File: config.mk
export PLATFORM = sky130hd
export DESIGN_NAME = approx_adder_err_sweep
export DESIGN_NICKNAME = d
export VERILOG_FILES = /design/src/rtl/approx_adder_err_sweep.sv
export SDC_FILE = /design/constraint.sdc
export NUM_CORES = 1
export LEC_CHECK = 0
export ABC_AREA = 1
export BUFFER_PORTS_ARGS = -buffer_cell sky130_fd_sc_hd__buf_2
export CORE_MARGIN = 1
export CORE_UTILIZATION = 45
export DETAILED_ROUTE_END_ITERATION = 7
export GPL_TIMING_DRIVEN = 0
export PLACE_DENSITY_LB_ADDON = 0.2
export SETUP_SLACK_MARGIN = 0.1
export SYNTH_ARGS = -nofsm -noshare
export SYNTH_HDL_FRONTEND = slang
export SYNTH_SLANG_ARGS = --single-unit
File: constraint.sdc
create_clock -name clk -period 5.1 [get_ports clk]
set_input_delay 0 -clock clk [delete_from_list [all_inputs] [get_ports clk]]
set_output_delay 0 -clock clk [all_outputs]
set_load 0.03 [all_outputs]
File: src/rtl/approx_adder_err_sweep.sv
// approx_adder_err_sweep
//
// Error-characterisation stage for a W-bit approximate adder. It drives every
// operand pair (in1, in2) into a combinational adder under test, compares the
// returned sum with the exact sum, and accumulates the sweep-wide error
// metrics: total absolute error, worst-case error with the operands that first
// produced it, and the number of erroneous pairs.
//
// Ports
//   clk         single clock, rising edge
//   rst         asynchronous active-high reset
//   start       begin a sweep (honoured only in IDLE and DONE)
//   in1, in2    operands to the adder under test (straight from the counter)
//   approx_sum  W+1-bit combinational sum from the adder under test
//   busy        high in RUN and DRAIN
//   done        high in DONE; results valid and held
//   err_sum     sum of |approx_sum - exact| over all pairs
//   err_max     largest |approx_sum - exact|
//   wce_in1/2   operands of the first pair reaching err_max
//   err_cnt     number of pairs with nonzero error
module approx_adder_err_sweep #(
  parameter int W = 8
) (
  input  logic             clk,
  input  logic             rst,
  input  logic             start,
  output logic [W-1:0]     in1,
  output logic [W-1:0]     in2,
  input  logic [W:0]       approx_sum,
  output logic             busy,
  output logic             done,
  output logic [3*W:0]     err_sum,
  output logic [W:0]       err_max,
  output logic [W-1:0]     wce_in1,
  output logic [W-1:0]     wce_in2,
  output logic [2*W:0]     err_cnt
);

  typedef enum logic [1:0] {
    IDLE  = 2'd0,
    RUN   = 2'd1,
    DRAIN = 2'd2,
    DONE  = 2'd3
  } state_t;

  state_t          state_reg, state_next;
  logic [2*W-1:0]  cnt_reg;
  logic            clear;
  logic            capture;

  // Capture stage: error and operands of the pair presented last cycle.
  logic            pipe_valid_reg;
  logic [W:0]      pipe_err_reg;
  logic [W-1:0]    pipe_in1_reg;
  logic [W-1:0]    pipe_in2_reg;

  logic [3*W:0]    err_sum_reg;
  logic [W:0]      err_max_reg;
  logic [W-1:0]    wce_in1_reg;
  logic [W-1:0]    wce_in2_reg;
  logic [2*W:0]    err_cnt_reg;

  logic [W:0]      exact;
  logic [W:0]      err;

  // Operands come straight off the counter so the adder path starts at a flop.
  assign in1 = cnt_reg[W-1:0];
  assign in2 = cnt_reg[2*W-1:W];

  assign exact = {1'b0, in1} + {1'b0, in2};
  // Unsigned absolute difference; cannot exceed 2^(W+1)-1.
  assign err   = (approx_sum >= exact) ? (approx_sum - exact) : (exact - approx_sum);

  always_comb begin
    state_next = state_reg;
    clear      = 1'b0;
    capture    = 1'b0;
    case (state_reg)
      IDLE, DONE: begin
        if (start) begin
          clear      = 1'b1;
          state_next = RUN;
        end
      end
      RUN: begin
        capture = 1'b1;
        // Last pair is being captured this edge; counter wraps to zero.
        if (cnt_reg == {(2*W){1'b1}}) begin
          state_next = DRAIN;
        end
      end
      DRAIN: begin
        state_next = DONE;
      end
      default: begin
        state_next = IDLE;
      end
    endcase
  end

  always_ff @(posedge clk or posedge rst) begin
    if (rst) begin
      state_reg      <= IDLE;
      cnt_reg        <= '0;
      pipe_valid_reg <= 1'b0;
      pipe_err_reg   <= '0;
      pipe_in1_reg   <= '0;
      pipe_in2_reg   <= '0;
      err_sum_reg    <= '0;
      err_max_reg    <= '0;
      wce_in1_reg    <= '0;
      wce_in2_reg    <= '0;
      err_cnt_reg    <= '0;
    end else begin
      state_reg <= state_next;
      if (clear) begin
        cnt_reg        <= '0;
        pipe_valid_reg <= 1'b0;
        err_sum_reg    <= '0;
        err_max_reg    <= '0;
        wce_in1_reg    <= '0;
        wce_in2_reg    <= '0;
        err_cnt_reg    <= '0;
      end else begin
        if (capture) begin
          pipe_err_reg   <= err;
          pipe_in1_reg   <= in1;
          pipe_in2_reg   <= in2;
          pipe_valid_reg <= 1'b1;
          cnt_reg        <= cnt_reg + 1'b1;
        end else begin
          pipe_valid_reg <= 1'b0;
        end

        if (pipe_valid_reg) begin
          err_sum_reg <= err_sum_reg + {{(2*W){1'b0}}, pipe_err_reg};
          err_cnt_reg <= err_cnt_reg + {{(2*W){1'b0}}, (pipe_err_reg != '0)};
          // Strictly greater: on ties the earliest pair is kept.
          if (pipe_err_reg > err_max_reg) begin
            err_max_reg <= pipe_err_reg;
            wce_in1_reg <= pipe_in1_reg;
            wce_in2_reg <= pipe_in2_reg;
          end
        end
      end
    end
  end

  assign busy    = (state_reg == RUN) || (state_reg == DRAIN);
  assign done    = (state_reg == DONE);
  assign err_sum = err_sum_reg;
  assign err_max = err_max_reg;
  assign wce_in1 = wce_in1_reg;
  assign wce_in2 = wce_in2_reg;
  assign err_cnt = err_cnt_reg;

endmodule

After elaboration in Yosys (flattened, before gate mapping)
Index checks and enable logic that the tools add are counted.

storage, ports and cells
  bits in registers = 111
  logic and storage cells = 60
  output and inout bits = 85
  input port bits = 12

operators by class
  bitwise logic cells = 1
  add/subtract/negate cells = 6
  order comparisons = 2
  reductions and logical operators = 10
  equal/unequal tests = 6
  mux-type cells = 24

operator list
  operator                                                          count
  25-bit 2-to-1 mux                                                 2
  8-bit 2-to-1 mux                                                  6
  9-bit 2-to-1 mux                                                  4
  17-bit 2-to-1 mux                                                 2
  16-bit 2-to-1 mux                                                 2
  25-bit by 9-bit adder with 25-bit output                          1
  9-bit subtractor                                                  2
  17-bit by 1-bit adder with 17-bit output                          1
  16-bit by 1-bit adder with 16-bit output (second input constant)  1
  16-bit == test (second input constant)                            1
  8-bit by 8-bit adder with 9-bit output                            1
  9-bit >= comparator                                               1
  9-bit > comparator                                                1
  9-bit nonzero test                                                1
  2-bit one-hot mux with 3 select lines                             1
  2-bit AND reduction                                               3
  2-bit nonzero test                                                3
  1-bit 2-to-1 mux                                                  5
  2-bit == test (second input constant)                             2
  2-bit 2-to-1 mux                                                  2
  2-bit inequality test (second input constant)                     2
  2-bit by 1-bit == test with 1-bit output (second input constant)  1
  2-bit logical NOT                                                 1
  2-bit OR reduction                                                1
  other kinds (2)                                                   2

Logic depth before layout (Yosys ltp)
  word-level depth = 5
  gate-level depth with buffers = 22
  mapped depth without buffers = 22

Worst setup path after synthesis
No wires, ideal clock.

  path kind = flip-flop to flip-flop
  start = reg cnt_reg[0]
  end = reg pipe_err_reg[7]
  slack = 2.097 ns
  data arrival time = 2.887 ns
  data required time = 4.984 ns
  cell stages (with the launch flop) = 21
  clock period less this slack = 3.003 ns
  buffers on the path = 0
  setup time = 0.116 ns
  path through = dfrtp_1 > ha_1 > inv_1 > fa_1 > o21ai_1 > nand2_1 > nand2_1 > nand2_1 > nand2_1 > nand2_1 > nand2_1 > inv_1 > ha_1 > nand2_1 > nand2_1 > a21oi_2 > nand4_2 > nand2_1 > nand2_1 > nand2_1 > nand2_1

between the ends
  longest elaborated chain between the ends = 3
  elaborated cells on any way between the ends = 5
  classes of those cells = add/sub: 3; order compare: 1; mux: 1

ends and longest elaborated chain
  element                                                         RTL line  text
  start, declared                                                 47        logic [2*W-1:0] cnt_reg;
  start signal, assigned                                          130       cnt_reg <= cnt_reg + 1'b1;
  8-bit by 8-bit adder with 9-bit output (*)                      70        assign exact = {1'b0, in1} + {1'b0, in2};
  9-bit subtractor / 9-bit >= comparator (equally long branches)  72        assign err = (approx_sum >= exact) ? (approx_sum - exact) : (exact - approx_sum);
  9-bit 2-to-1 mux (*)                                            72
  end signal, assigned                                            126       pipe_err_reg <= err;
  end, declared                                                   53        logic [W:0] pipe_err_reg;

Every way passes the cells marked *; elsewhere a longest branch is shown, timed or not.
A chain may end at the register's enable or synchronous reset.

Worst setup path in the final report
  start = reg cnt_reg[0]
  end = reg pipe_err_reg[1]

The elaborated chain is that of the path after synthesis.

==> flow_summary.json <==
{
  "p_per_area_nw_per_um2": 444,
  "grt_pass1_wl_um": 31500,
  "path_delay_family": "simple AND/OR/NAND/NOR gates",
  "path_buf_inv": 2,
  "crit_path_cell_trace": "ha_1, inv_1, fa_1, o21ai_1, nand2_1, nand2_1, nand2_1, nand2_1, nand2_1, nand2_1, inv_1, ha_1, nand2_1, nand2_1, a21oi_2, nand3_2, nor2_4, nand2_1, nand3_1, nand2_1",
  "drtIter0Drc": 417,
  "cts-resized-gates": 0,
  "port_buffers": 96,
  "required_ns": 5.35,
  "stdcell_count": 1369,
  "hold_ws_ns": 0.0135,
  "track_usage_pct": 22.7,
  "die_x_um": 132,
  "post_cts_buffers": 0,
  "met2_usage_pct": 38.1,
  "setup_ws_ns": 1.79,
  "clock_path_buffers": 2,
  "finalCoreUtilization_pct": 52.5,
  "synth_edf_count": 0,
  "ys_ff_latch": 111,
  "nFillCells": 1624,
  "largest_reg_flops": 25,
  "reg2reg_depth": 20,
  "synth.distinct_cells": 41,
  "p_leak_nw": 4.68,
  "hpwl_um": 14800,
  "critPathMaxFanout": 8,
  "cts-hold-fix-buffers": 1,
  "finalNetCount": 1209,
  "clk_pin_slew_ns": 0.08,
  "htree_levels": 3,
  "syn_to_final_growth_pct": 14.6,
  "row_count": 47,
  "grt_busiest_layer": "met2",
  "async_flop_share_pct": 100,
  "whs_endpoint": "state_reg[0]",
  "grt_max_degree": 69,
  "hold_viol": 0,
  "rsz0062_at_grt": "no",
  "hp-class": "in2reg",
  "finalSetupTns_ns": 0,
  "dp_cells": 1352,
  "ant_nets": 0,
  "grtUsageMet1_pct": 30.4,
  "io_pins": 97,
  "root_buffer": "clkbuf_16",
  "maxSlewHeadroom_pct": 40.9,
  "diodes": 0,
  "grt_pass1_vias": 6504,
  "die_area_um2": 17400,
  "core_region_area_um2": 16500,
  "viasPerCell": 5.07,
  "outcome": "complete, no violations",
  "syn_nets": 1100,
  "routabilityCongestion": 0.869,
  "crit_top_cell": "nand2_1",
  "fin_crit_sh_pct": 64.9,
  "timing.critical_path.arrival_ns": 3.56,
  "maxCapViolations": 0,
  "cts_tree": "yes",
  "tightest_slew_ns": 0.887,
  "synthesis.instances": 1035,
  "skew_ns": 0.0104,
  "ir_worst_vdd_v": 0.000248,
  "yosysWarnings": 0,
  "timing.rr.end": "pipe_err_reg[1]",
  "start_kind": "flop",
  "rr_startpoint": "cnt_reg[0]",
  "crit_slowest_cell": "dfrtp_1",
  "syn_avg_cell_area_um2": 7.32,
  "die_y_um": 132,
  "maxSlewViolCount": 0,
  "drive_gt1_share_pct": 17.6,
  "drc": 0,
  "reg2reg_slack_ns": 1.79,
  "dr.pass1.iters": 5,
  "synth_ff_type": "dfrtp_1",
  "worstHoldStart": "start",
  "numCtsBuffers": 9,
  "wl_um": 18900,
  "grt.overflow.total": 0,
  "slowest_delay_ns": 0.49,
  "netlist_area_um2": 7580,
  "antenna_found_initial": 0,
  "cts.sinks": 111,
  "via_count": 6934,
  "max_freq_mhz": 302,
  "pre_cts_ws_ns": 1.83,
  "setup_viol": 0,
  "clock_latency_ns": 0.36,
  "cp-end-kind": "flop",
  "start_util_pct": 45.9,
  "whs_path_depth": 4,
  "grtUsageMet3_pct": 3.92,
  "avgRoutedWirePerCell_um": 13.8,
  "ys_seq_area_share_pct": 36.7,
  "crit_type": "reg2reg",
  "period_minus_slack_ns": 3.31
}
-- cell usage in the layout, fill, tap and decap left out, types with 8 or more instances in the layout --
cell,instances
nand2_1,308
o21ai_0,37
clkbuf_1,9
inv_2,9
nand2_2,9
nor2_1,78
buf_2,111
ha_1,49
nor3_1,22
nand3_2,27
nand4_1,43
inv_1,129
clkbuf_16,9
a21oi_1,47
dfrtp_1,111
nand3_1,68
xor2_1,8
-- final cells by class --
cell class	instances	area (um^2)	share of cell area, %
clock inverter	5	66.3	0.764
multi-input combinational	753	4100	47.2
clock buffer	11	243	2.80
timing repair buffer	98	518	5.97
inverter	141	532	6.12
tap	220	275	3.17
buffer	30	173	1.99
sequential	111	2780	32.0
-- per-stage QoR --
stage	total power, mW	area, um^2
CTS	3.89	8680
global route	4.17	8680
detailed placement	3.14	8360
floorplan	2.61	7580
global placement	3.11	8330
finish	3.86	8680
-- kinds of logic (layout without fill, tap and decap cells) --
group	Yosys count	after routing	synth area share, %
AOI/OAI and AO/OA	102	102	7.22
xor gates and xnor gates	13	13	1.50
adders and majority gates	53	53	9.15
buffers and inverters	171	285	9.26
DFF	111	111	36.7
and+or+nand+nor	585	585	36.2
-- worst max-delay path by stage --
stage	start	end	slack [ns]	cells past startpoint
finish	cnt_reg[0]	pipe_err_reg[1]	1.79	20
global route	cnt_reg[0]	pipe_err_reg[6]	1.50	19
CTS	cnt_reg[0]	pipe_err_reg[7]	1.78	20
detailed placement	cnt_reg[0]	pipe_err_reg[7]	1.83	20
global placement	rst	cnt_reg[9]	0.79	2
floorplan	cnt_reg[0]	pipe_err_reg[7]	2.10	20
-- synth_stat cells (all sizes together), types with 22 or more instances --
cell type	count	share of area, %
nand2	319	16
inv	139	6.9
o21ai	44	3.0
dfrtp	111	37
nand4	45	3.9
buf	22	1.9
a21oi	48	3.2
ha	49	8.1
nor3	27	2.1
nand3	95	8.1
nor2	85	4.6
-- layer usage --
| layer | wire length, um | share of wire [%] | vias to the layer above |
|---|---|---|---|
| li1 | - | - | 3581 |
| met4 | 282 | 1.5 | 0 |
| met5 | 0 | 0 | - |
| met2 | 9000 | 48 | 147 |
| met1 | 8860 | 47 | 3187 |
| met3 | 723 | 3.8 | 19 |
-- power breakdown --
part | total, mW | internal [mW] | switching [mW]
Sequential | 1.20 | 1.02 | 0.177
Combinational | 1.92 | 0.597 | 1.32
Clock | 0.743 | 0.400 | 0.343
-- worst reg2reg max path, cell delays in order (launching register included) --
cell     delay [ns]
dfrtp_1        0.49
ha_1           0.23
inv_1          0.06
fa_1           0.40
o21ai_1        0.30
nand2_1        0.08
nand2_1        0.06
nand2_1        0.06
nand2_1        0.06
nand2_1        0.04
nand2_1        0.09
inv_1          0.05
ha_1           0.36
nand2_1        0.10
nand2_1        0.09
a21oi_2        0.21
nand3_2        0.11
nor2_4         0.18
nand2_1        0.07
nand3_1        0.10
nand2_1        0.06
Power figures use the tool's default switching activity.
